==> src/rtl/game_pkg.sv <==
// Shared types and constants for the number-guessing game round controller.
// Difficulty-to-budget mapping lives here so the display logic can reuse it.
package game_pkg;

    localparam int TIME_W = 7;

    localparam int T_EASY = 30;
    localparam int T_MED  = 60;
    localparam int T_HARD = 90;

    localparam int PENALTY_S_DEF   = 5;
    localparam int MAX_GUESSES_DEF = 10;
    localparam int WARN_S_DEF      = 10;

    localparam logic [1:0] DIFF_EASY = 2'd1;
    localparam logic [1:0] DIFF_MED  = 2'd2;
    localparam logic [1:0] DIFF_HARD = 2'd3;

    localparam logic CAUSE_TIME    = 1'b0;
    localparam logic CAUSE_GUESSES = 1'b1;

    typedef enum logic [2:0] {
        IDLE = 3'd0,
        RUN  = 3'd1,
        WIN  = 3'd2,
        LOSE = 3'd3
    } state_e;

    function automatic logic [TIME_W-1:0] diff_to_seconds(input logic [1:0] max_digit);
        logic [TIME_W-1:0] secs;
        case (max_digit)
            DIFF_EASY: secs = TIME_W'(T_EASY);
            DIFF_MED:  secs = TIME_W'(T_MED);
            DIFF_HARD: secs = TIME_W'(T_HARD);
            default:   secs = '0;
        endcase
        return secs;
    endfunction

endpackage

==> src/rtl/game_round_ctrl_countdown.sv <==
// Round timer: loadable down-counter with saturating multi-second decrement.
// zero_next tells the FSM whether the pending decrement would reach zero.
module round_countdown
    import game_pkg::*;
(
    input  logic              clk,
    input  logic              rst_n,
    input  logic              load,
    input  logic [TIME_W-1:0] load_val,
    input  logic [TIME_W-1:0] dec_amt,
    input  logic              hold,
    output logic [TIME_W-1:0] time_left,
    output logic              zero_next
);

    logic [TIME_W-1:0] time_left_q;
    logic [TIME_W-1:0] time_left_d;

    always_comb begin
        time_left_d = time_left_q;
        if (load) begin
            time_left_d = load_val;
        end else if (!hold) begin
            time_left_d = (time_left_q > dec_amt) ? (time_left_q - dec_amt) : '0;
        end
    end

    assign zero_next = (time_left_q <= dec_amt);
    assign time_left = time_left_q;

    always_ff @(posedge clk or negedge rst_n) begin
        if (!rst_n) begin
            time_left_q <= '0;
        end else begin
            time_left_q <= time_left_d;
        end
    end

endmodule

==> src/rtl/game_round_ctrl.sv <==
// Round sequencer for the guessing game: owns the round timer, wrong-guess
// counter and the win/lose decision feeding the display logic.
//
// state | meaning
// IDLE  | no round active, waiting for start
// RUN   | round in progress, timer counting down
// WIN   | correct guess seen, time and count frozen
// LOSE  | time expired or guesses exhausted, frozen
module game_round_ctrl
    import game_pkg::*;
#(
    parameter int PENALTY_S   = PENALTY_S_DEF,
    parameter int MAX_GUESSES = MAX_GUESSES_DEF,
    parameter int WARN_S      = WARN_S_DEF
) (
    input  logic              clk,
    input  logic              reset_n,
    input  logic [1:0]        max_digit,
    input  logic              start,
    input  logic              abort,
    input  logic              sec_tick,
    input  logic              guess_valid,
    input  logic              guess_correct,
    output state_e            state,
    output logic [TIME_W-1:0] time_left,
    output logic [3:0]        guess_count,
    output logic              running,
    output logic              warn,
    output logic              win,
    output logic              lose,
    output logic              lose_cause,
    output logic              done,
    output logic              cfg_err
);

    state_e            state_q, state_d;
    logic [3:0]        guess_count_q, guess_count_d;
    logic              lose_cause_q, lose_cause_d;
    logic              done_q, done_d;
    logic              cfg_err_q, cfg_err_d;

    logic              cd_load;
    logic [TIME_W-1:0] cd_load_val;
    logic [TIME_W-1:0] cd_dec_amt;
    logic              cd_hold;
    logic              cd_zero_next;
    logic [3:0]        guess_inc;

    assign cd_dec_amt = (sec_tick    ? TIME_W'(1)         : '0)
                      + (guess_valid ? TIME_W'(PENALTY_S) : '0);
    assign guess_inc  = guess_count_q + 4'd1;

    round_countdown u_countdown (
        .clk       (clk),
        .rst_n     (reset_n),
        .load      (cd_load),
        .load_val  (cd_load_val),
        .dec_amt   (cd_dec_amt),
        .hold      (cd_hold),
        .time_left (time_left),
        .zero_next (cd_zero_next)
    );

    always_comb begin
        state_d       = state_q;
        guess_count_d = guess_count_q;
        lose_cause_d  = lose_cause_q;
        done_d        = 1'b0;
        cfg_err_d     = 1'b0;
        cd_load       = 1'b0;
        cd_load_val   = '0;
        cd_hold       = 1'b1;

        case (state_q)
            RUN: begin
                if (abort) begin
                    state_d       = IDLE;
                    cd_load       = 1'b1;
                    guess_count_d = '0;
                end else if (guess_valid && guess_correct) begin
                    state_d = WIN;
                    done_d  = 1'b1;
                end else begin
                    cd_hold = 1'b0;
                    if (guess_valid) begin
                        guess_count_d = guess_inc;
                    end
                    // Guess exhaustion outranks a simultaneous timeout.
                    if (guess_valid && (guess_inc == 4'(MAX_GUESSES))) begin
                        state_d      = LOSE;
                        lose_cause_d = CAUSE_GUESSES;
                        done_d       = 1'b1;
                    end else if (cd_zero_next) begin
                        state_d      = LOSE;
                        lose_cause_d = CAUSE_TIME;
                        done_d       = 1'b1;
                    end
                end
            end
            IDLE, WIN, LOSE: begin
                if (start) begin
                    if (max_digit != 2'd0) begin
                        state_d       = RUN;
                        cd_load       = 1'b1;
                        cd_load_val   = diff_to_seconds(max_digit);
                        guess_count_d = '0;
                        lose_cause_d  = CAUSE_TIME;
                    end else begin
                        cfg_err_d = 1'b1;
                    end
                end
            end
            default: begin
                state_d = IDLE;
            end
        endcase
    end

    always_ff @(posedge clk or negedge reset_n) begin
        if (!reset_n) begin
            state_q       <= IDLE;
            guess_count_q <= '0;
            lose_cause_q  <= 1'b0;
            done_q        <= 1'b0;
            cfg_err_q     <= 1'b0;
        end else begin
            state_q       <= state_d;
            guess_count_q <= guess_count_d;
            lose_cause_q  <= lose_cause_d;
            done_q        <= done_d;
            cfg_err_q     <= cfg_err_d;
        end
    end

    assign state       = state_q;
    assign guess_count = guess_count_q;
    assign running     = (state_q == RUN);
    assign warn        = (state_q == RUN) && (time_left <= TIME_W'(WARN_S));
    assign win         = (state_q == WIN);
    assign lose        = (state_q == LOSE);
    assign lose_cause  = lose_cause_q;
    assign done        = done_q;
    assign cfg_err     = cfg_err_q;

endmodule

==> config.mk <==
export PLATFORM = sky130hd
export DESIGN_NAME = game_round_ctrl
export DESIGN_NICKNAME = d
export VERILOG_FILES = /design/src/rtl/game_pkg.sv /design/src/rtl/game_round_ctrl_countdown.sv /design/src/rtl/game_round_ctrl.sv
export SDC_FILE = /design/constraint.sdc
export NUM_CORES = 1
export LEC_CHECK = 0
export ABC_AREA = 1
export CAP_MARGIN = 15
export CORE_ASPECT_RATIO = 0.6
export CORE_UTILIZATION = 50
export DETAILED_ROUTE_END_ITERATION = 7
export PLACE_DENSITY_LB_ADDON = 0.2
export SYNTH_ARGS = -nofsm -noshare
export SYNTH_HDL_FRONTEND = slang
export SYNTH_HIERARCHICAL = 1
export SYNTH_SLANG_ARGS = --single-unit
export TNS_END_PERCENT = 100
==> constraint.sdc <==
create_clock -name clk -period 1.9 [get_ports clk]
set_input_delay 0.57 -clock clk [delete_from_list [all_inputs] [get_ports clk]]
set_output_delay 0.57 -clock clk [all_outputs]
set_load 0.005 [all_outputs]
---- Yosys cells after proc, flatten, opt, wreduce, memory -nomap -nowiden ----
Index checks and enable logic that the tools add are counted.
word-level totals
  bits in registers ....................... 17
  latch bits .............................. 0
  bits in writable memories ............... 0
  ROM bits ................................ 0
  input port bits ......................... 9
  output and inout port bits .............. 21
  word-level logic and storage cells ...... 82
  memories kept ........................... 0
operators by class
  add/subtract/negate cells ............... 3
  multipliers ............................. 0
  div/mod/pow operators ................... 0
  order comparisons ....................... 3
  equality and inequality tests ........... 16
  shift operators ......................... 0
  muxes and demuxes ....................... 44
  bitwise operators ....................... 0
  reduce and logical (&&, ||, !) cells .... 10
operators with widths
  cell                                                    number
  2-to-1 mux 7 bit                                        6
  2-to-1 mux 1 bit                                        21
  2-to-1 mux 3 bit                                        7
  one-hot mux 7 bit (3 select lines)                      1
  2-to-1 mux 4 bit                                        5
  inequality test 2 bit (second input constant)           5
  one-hot mux 4 bit (2 select lines)                      1
  greater-than comparator 7 x 4 -> 1 bit                  1
  <= comparator 7 x 4 -> 1 bit                            1
  <= comparator 7 x 4 -> 1 bit (second input constant)    1
  subtractor 7 x 4 -> 7 bit                               1
  equality test 3 x 2 -> 1 bit (second input constant)    2
  inequality test 3 bit (second input constant)           2
  one-hot mux 3 bit (2 select lines)                      1
  AND reduction 6 bit                                     1
  inequality test 5 x 2 -> 1 bit (second input constant)  1
  AND reduction 5 bit                                     1
  adder 1 x 3 -> 4 bit                                    1
  adder 4 x 1 -> 4 bit (second input constant)            1
  equality test 2 bit (second input constant)             2
  equality test 4 bit (second input constant)             1
  one-hot mux 1 bit (2 select lines)                      2
  nonzero test 2 bit                                      2
  equality test 3 x 1 -> 1 bit (second input constant)    1
  other kinds (6)                                         8

---- Logic depth before layout (Yosys ltp) ----
  word-level depth ........................ 8
  depth in mapped cells ................... 16

---- Cells and area by module ----
The synthesis kept the hierarchy.
modules (own cells, without submodules)
  module           instances  cells each  area each (um^2)  seq. area each (um^2)
  round_countdown  1          110         762.0             175.2
  game_round_ctrl  1          90          645.6             225.2

---- Worst setup path before layout ----
Ideal clock, no wire load.
  path type ............................... input -> register
  start point ............................. input sec_tick
  end point ............................... register u_countdown.time_left_q[6], in the netlist u_countdown/time_left[6]
  data arrival time ....................... 1907 ps
  slack ................................... -130 ps
  stages on the path ...................... 11
  buffers on the path ..................... 0
  cell sequence ........................... ha_1 ha_1 fa_1 inv_1 nand2_1 nand2_1 nand3_1 nand2_1 nand2_1 nand3_1 o21bai_2
between the ends
  word-level cells in the longest chain between the ends .. 6
  elaborated cells on any way between the ends .. 7
  those cells by class .................... add/sub (2); order compare (1); mux (4)
RTL lines
  item                                                                                 line                             RTL
  from (decl)                                                                          game_round_ctrl.sv:21            input logic sec_tick,
  2-to-1 mux 1 bit *                                                                   game_round_ctrl.sv:49            assign cd_dec_amt = (sec_tick ? TIME_W'(1) : '0)
  adder 1 x 3 -> 4 bit *                                                               game_round_ctrl.sv:50            + (guess_valid ? TIME_W'(PENALTY_S) : '0);
  subtractor 7 x 4 -> 7 bit or greater-than comparator 7 x 4 -> 1 bit (tied branches)  game_round_ctrl_countdown.sv:24  time_left_d = (time_left_q > dec_amt) ? (time_left_q - dec_amt) : '0;
  2-to-1 mux 7 bit *                                                                   game_round_ctrl_countdown.sv:24
  2-to-1 mux 7 bit *                                                                   game_round_ctrl_countdown.sv:23  end else if (!hold) begin
  2-to-1 mux 7 bit *                                                                   game_round_ctrl_countdown.sv:21  if (load) begin
  to (signal assigned)                                                                 game_round_ctrl_countdown.sv:35  time_left_q <= time_left_d;
  to (decl)                                                                            game_round_ctrl_countdown.sv:16  logic [TIME_W-1:0] time_left_q;
Every way passes the cells marked *; elsewhere a longest branch is shown, timed or not. The select of a mux whose other input is x is not followed.
A chain may end at the register's enable or synchronous reset.

---- Final worst setup path ----
  start point ............................. register u_countdown.time_left_q[5], in the netlist u_countdown/time_left[5]
  end point ............................... register state_q[0], in the netlist state[0]
between the ends
  word-level cells in the longest chain between the ends .. 3
RTL lines
  item                                             line                             RTL
  <= comparator 7 x 4 -> 1 bit                     game_round_ctrl_countdown.sv:28  assign zero_next = (time_left_q <= dec_amt);
  net cd_zero_next                                 game_round_ctrl.sv:46            logic cd_zero_next;
  inequality test 5 x 2 -> 1 bit (no source line)  n/a
  AND reduction 3 bit (no source line)             n/a
  to (signal assigned)                             game_round_ctrl.sv:127           state_q <= state_d;
  to (decl)                                        game_round_ctrl.sv:36            state_e state_q, state_d;
The timed path passes the listed nets, and every way through them passes these cells.

==> out/qor.yml <==
setup_path:
  rr_endpoint: "state[0]"
  cp-startpoint: "u_countdown/time_left[5]"
  crit_arrival_ns: 2.37
  reg2reg_depth: 13
  cp_slowest_stage_delay_ns: 0.40
  r2r_start: "u_countdown/time_left[5]"
  critPathRequiredTime_ns: 2.09
  crit_fanout: 3
  crit_path_top_delay_cell: "dfrtp_1"
  path_cells: "buf_4, ha_1, nand2_2, inv_2, a21oi_2, nand2_2, nand2_1, a21oi_1, and2_1, nand2_2, nand2_2, nand2_1, nand2_1"
  crit_path_start_kind: "register"
  cp-end-kind: "register"
  r2r_slack_ns: -0.28
  critPathKind: "register to register"
  path_common_cell: "nand2_2"
routing:
  top_layer: "met4"
  drt_iter0_markers: 192
  drt-wirelength-per-cell_um: 19.1
  routed_wl_um: 5860
  routed-via-count: 1863
  drt_first_pass_iters: 7
  wl_met1_um: 2140
  postRouteAntennaNets: 0
  wl_met3_um: 719
  viasPerCell: 6.07
  drcViolationCount: 4
  wl_met2_um: 2480
grt:
  grt_max_degree: 17
  grt_pass1_vias: 1662
  grt_overflow: 0
  grt_usage_pct: 34.4
  antenna_found_initial: 0
  grt_pass1_wl_um: 7770
yosys:
  synth_compound_area_share_pct: 13.0
  synthMuxAreaShare_pct: 0
  yosys.area.top_type: "dfrtp_1"
  synth_edf_count: 0
  syn_inst: 200
  synth-seq-area-share_pct: 28.4
  synth_most_common_cell: "nand2_1"
  synth_warnings: 6
  ys_top_cells_by_area: "dfrtp_1 (28%), nand2_1 (13%), ha_1 (12%)"
  synthXorXnorAreaFrac_pct: 0
  syn_area_sq_um: 1410
  ys.flop_type: "dfrtp_1"
  synth_cell_type_count: 30
  synth_common_cells: "nand2_1 (50), inv_1 (40), dfrtp_1 (16), nand3_1 (16), ha_1 (14)"
  synth_top_cell_area_share_pct: 28.4
  synth_area_per_cell_sq_um: 7.04
  synth_top_family_by_area: "simple AND/OR/NAND/NOR gates"
  async_flop_share_pct: 100
  synthSimpleGateAreaFrac_pct: 32.1
  synth_adder_area_share_pct: 13.9
  synth_seq_cells: 16
outcome:
  violations: "design-rule violations, negative setup slack"
  status: "finished with violations"
clocking:
  clock_latency_ns: 0.26
  htree_levels: 1
  cts_buffers: 3
  clockBufferDepth: 2
  cts_root_buffer: "clkbuf_8"
  clkSinkCount: 16
  cts.clk_slew.worst_paths_ns: 0.08
  cts_hold_buf: 0
  cts_tree: "yes"
hold_path:
  holdCritPathClass: "register to register"
  hp-start: "lose_cause"
  min_to: "lose_cause"
  whs_path_depth: 2
sta:
  setup_ws_ns: -0.281
  finalSetupViolations: 8
  finClkSkew_ns: 0.00503
  fin_crit_sh_pct: 115
  finalMaxSlewViolations: 0
  rsz0062_at_grt: "true"
  hold_violations: 0
  max_freq_mhz: 459
  final.min_clock_period_ns: 2.18
  finalSetupTns_ns: -1.01
floorplanning:
  fp.dieH_um: 43.1
  io-pin-count: 30
  core_sq_um: 2590
  rows: 14
  die-area_sq_um: 3040
  start_util_pct: 54.3
  die-width_um: 70.5
placement:
  gp_congestion: 0.928
  place_ws_ns: -0.677
  dp_hpwl_um: 3100
  io_buffers: 28
layout:
  postLayoutCoreUtil_pct: 88.1
  nets: 300
  area_growth_pct: 62.2
  nFillCells: 127
  insertedDiodeCount: 0
  drive_gt1_share_pct: 38.5
power_and_ir_drop:
  worst_ir_drop_vdd_mv: 0.856
  power.density_nw_per_um2: 1460
  p_leak_nw: 1.18
  total_power_mw: 3.32
run:
  drv_cap: 0
-- worst max-delay path: cells and delay by family, from the launching register on --
kind            cells  cell delay, ns
fa+ha+maj           1            0.36
simple gates        8            0.84
flops               1            0.40
compound gates      2            0.22
buf+inv             2            0.26
-- cell families after synthesis --
| logic type | after synthesis |
|---|---|
| buf+inv | 45 |
| fa+ha+maj | 15 |
| simple gates | 97 |
| compound gates | 26 |
| other cells | 1 |
| flops | 16 |
-- worst max path at each step --
stage	slack (ns)	endpoint	depth (start not counted)
2_1_floorplan	-0.03	u_countdown/time_left[6]	11
3_3_place_gp	-0.61	u_countdown/time_left[6]	12
3_5_place_dp	-0.68	u_countdown/time_left[6]	12
4_1_cts	-0.05	u_countdown/time_left[6]	12
5_1_grt	-0.37	state[0]	13
6_report	-0.28	state[0]	13
-- report_power, final --
part,total (mW),internal [mW],switching (mW),leakage [nW]
clock,0.329,0.185,0.144,0.0288
sequential,0.563,0.446,0.116,0.209
combinational,2.43,1.12,1.32,0.944
total,3.32,1.75,1.58,1.18
-- area by class of cell --
| type | count | area (sq um) | area share, % |
|---|---|---|---|
| Timing Repair Buffer | 68 | 584 | 25.6 |
| Clock buffer | 4 | 55.1 | 2.41 |
| Tap cell | 32 | 40.0 | 1.75 |
| Sequential cell | 16 | 404 | 17.7 |
| Inverter | 43 | 164 | 7.18 |
| Multi-Input combinational cell | 144 | 1040 | 45.4 |
-- layer usage --
| layer | vias up | GRT usage [%] |
|---|---|---|
| li1 | 774 | - |
| met1 | 841 | 43.4 |
| met2 | 180 | 55.7 |
| met3 | 68 | 8.08 |
| met4 | 0 | 17.1 |
| met5 | - | 0 |
-- metrics by stage --
stage	hold WS, ns	std cells	area (sq um)
floorplan	0.274	205	1460
global placement	0.457	293	2000
detailed placement	0.469	293	2000
CTS	0.484	300	2150
global route	0.544	307	2280
finish	0.494	307	2280
-- state kept, by name, summed over array words and instances, names as in the netlist --
name	count
u_countdown/time_left	7
state	2
lose_cause	1
cfg_err	1
guess_count	4
done	1
-- cell usage in the layout (no fill, tap or decap), types with 4 or more instances in the layout --
| master | n |
|---|---|
| nor2_4 | 4 |
| o21ai_1 | 5 |
| dfrtp_1 | 13 |
| clkbuf_8 | 4 |
| ha_1 | 8 |
| inv_1 | 33 |
| ha_4 | 5 |
| a22o_1 | 5 |
| buf_4 | 38 |
| inv_2 | 9 |
| nor2_1 | 11 |
| nand2_2 | 16 |
| nand3_2 | 5 |
| o21bai_1 | 4 |
| conb_1 | 6 |
| nand3_1 | 11 |
| nand2_1 | 35 |
| clkdlybuf4s50_1 | 19 |
| dlygate4sd2_1 | 5 |
-- timing repair --
item | in CTS | in global routing
setup buffers | 3 | 7
resized for setup | 37 | 29
pin swaps | 13 | 16
cloned | 0 | 0
endpoints found under the setup margin | 15 | 15
Power figures use the tool's default switching activity.
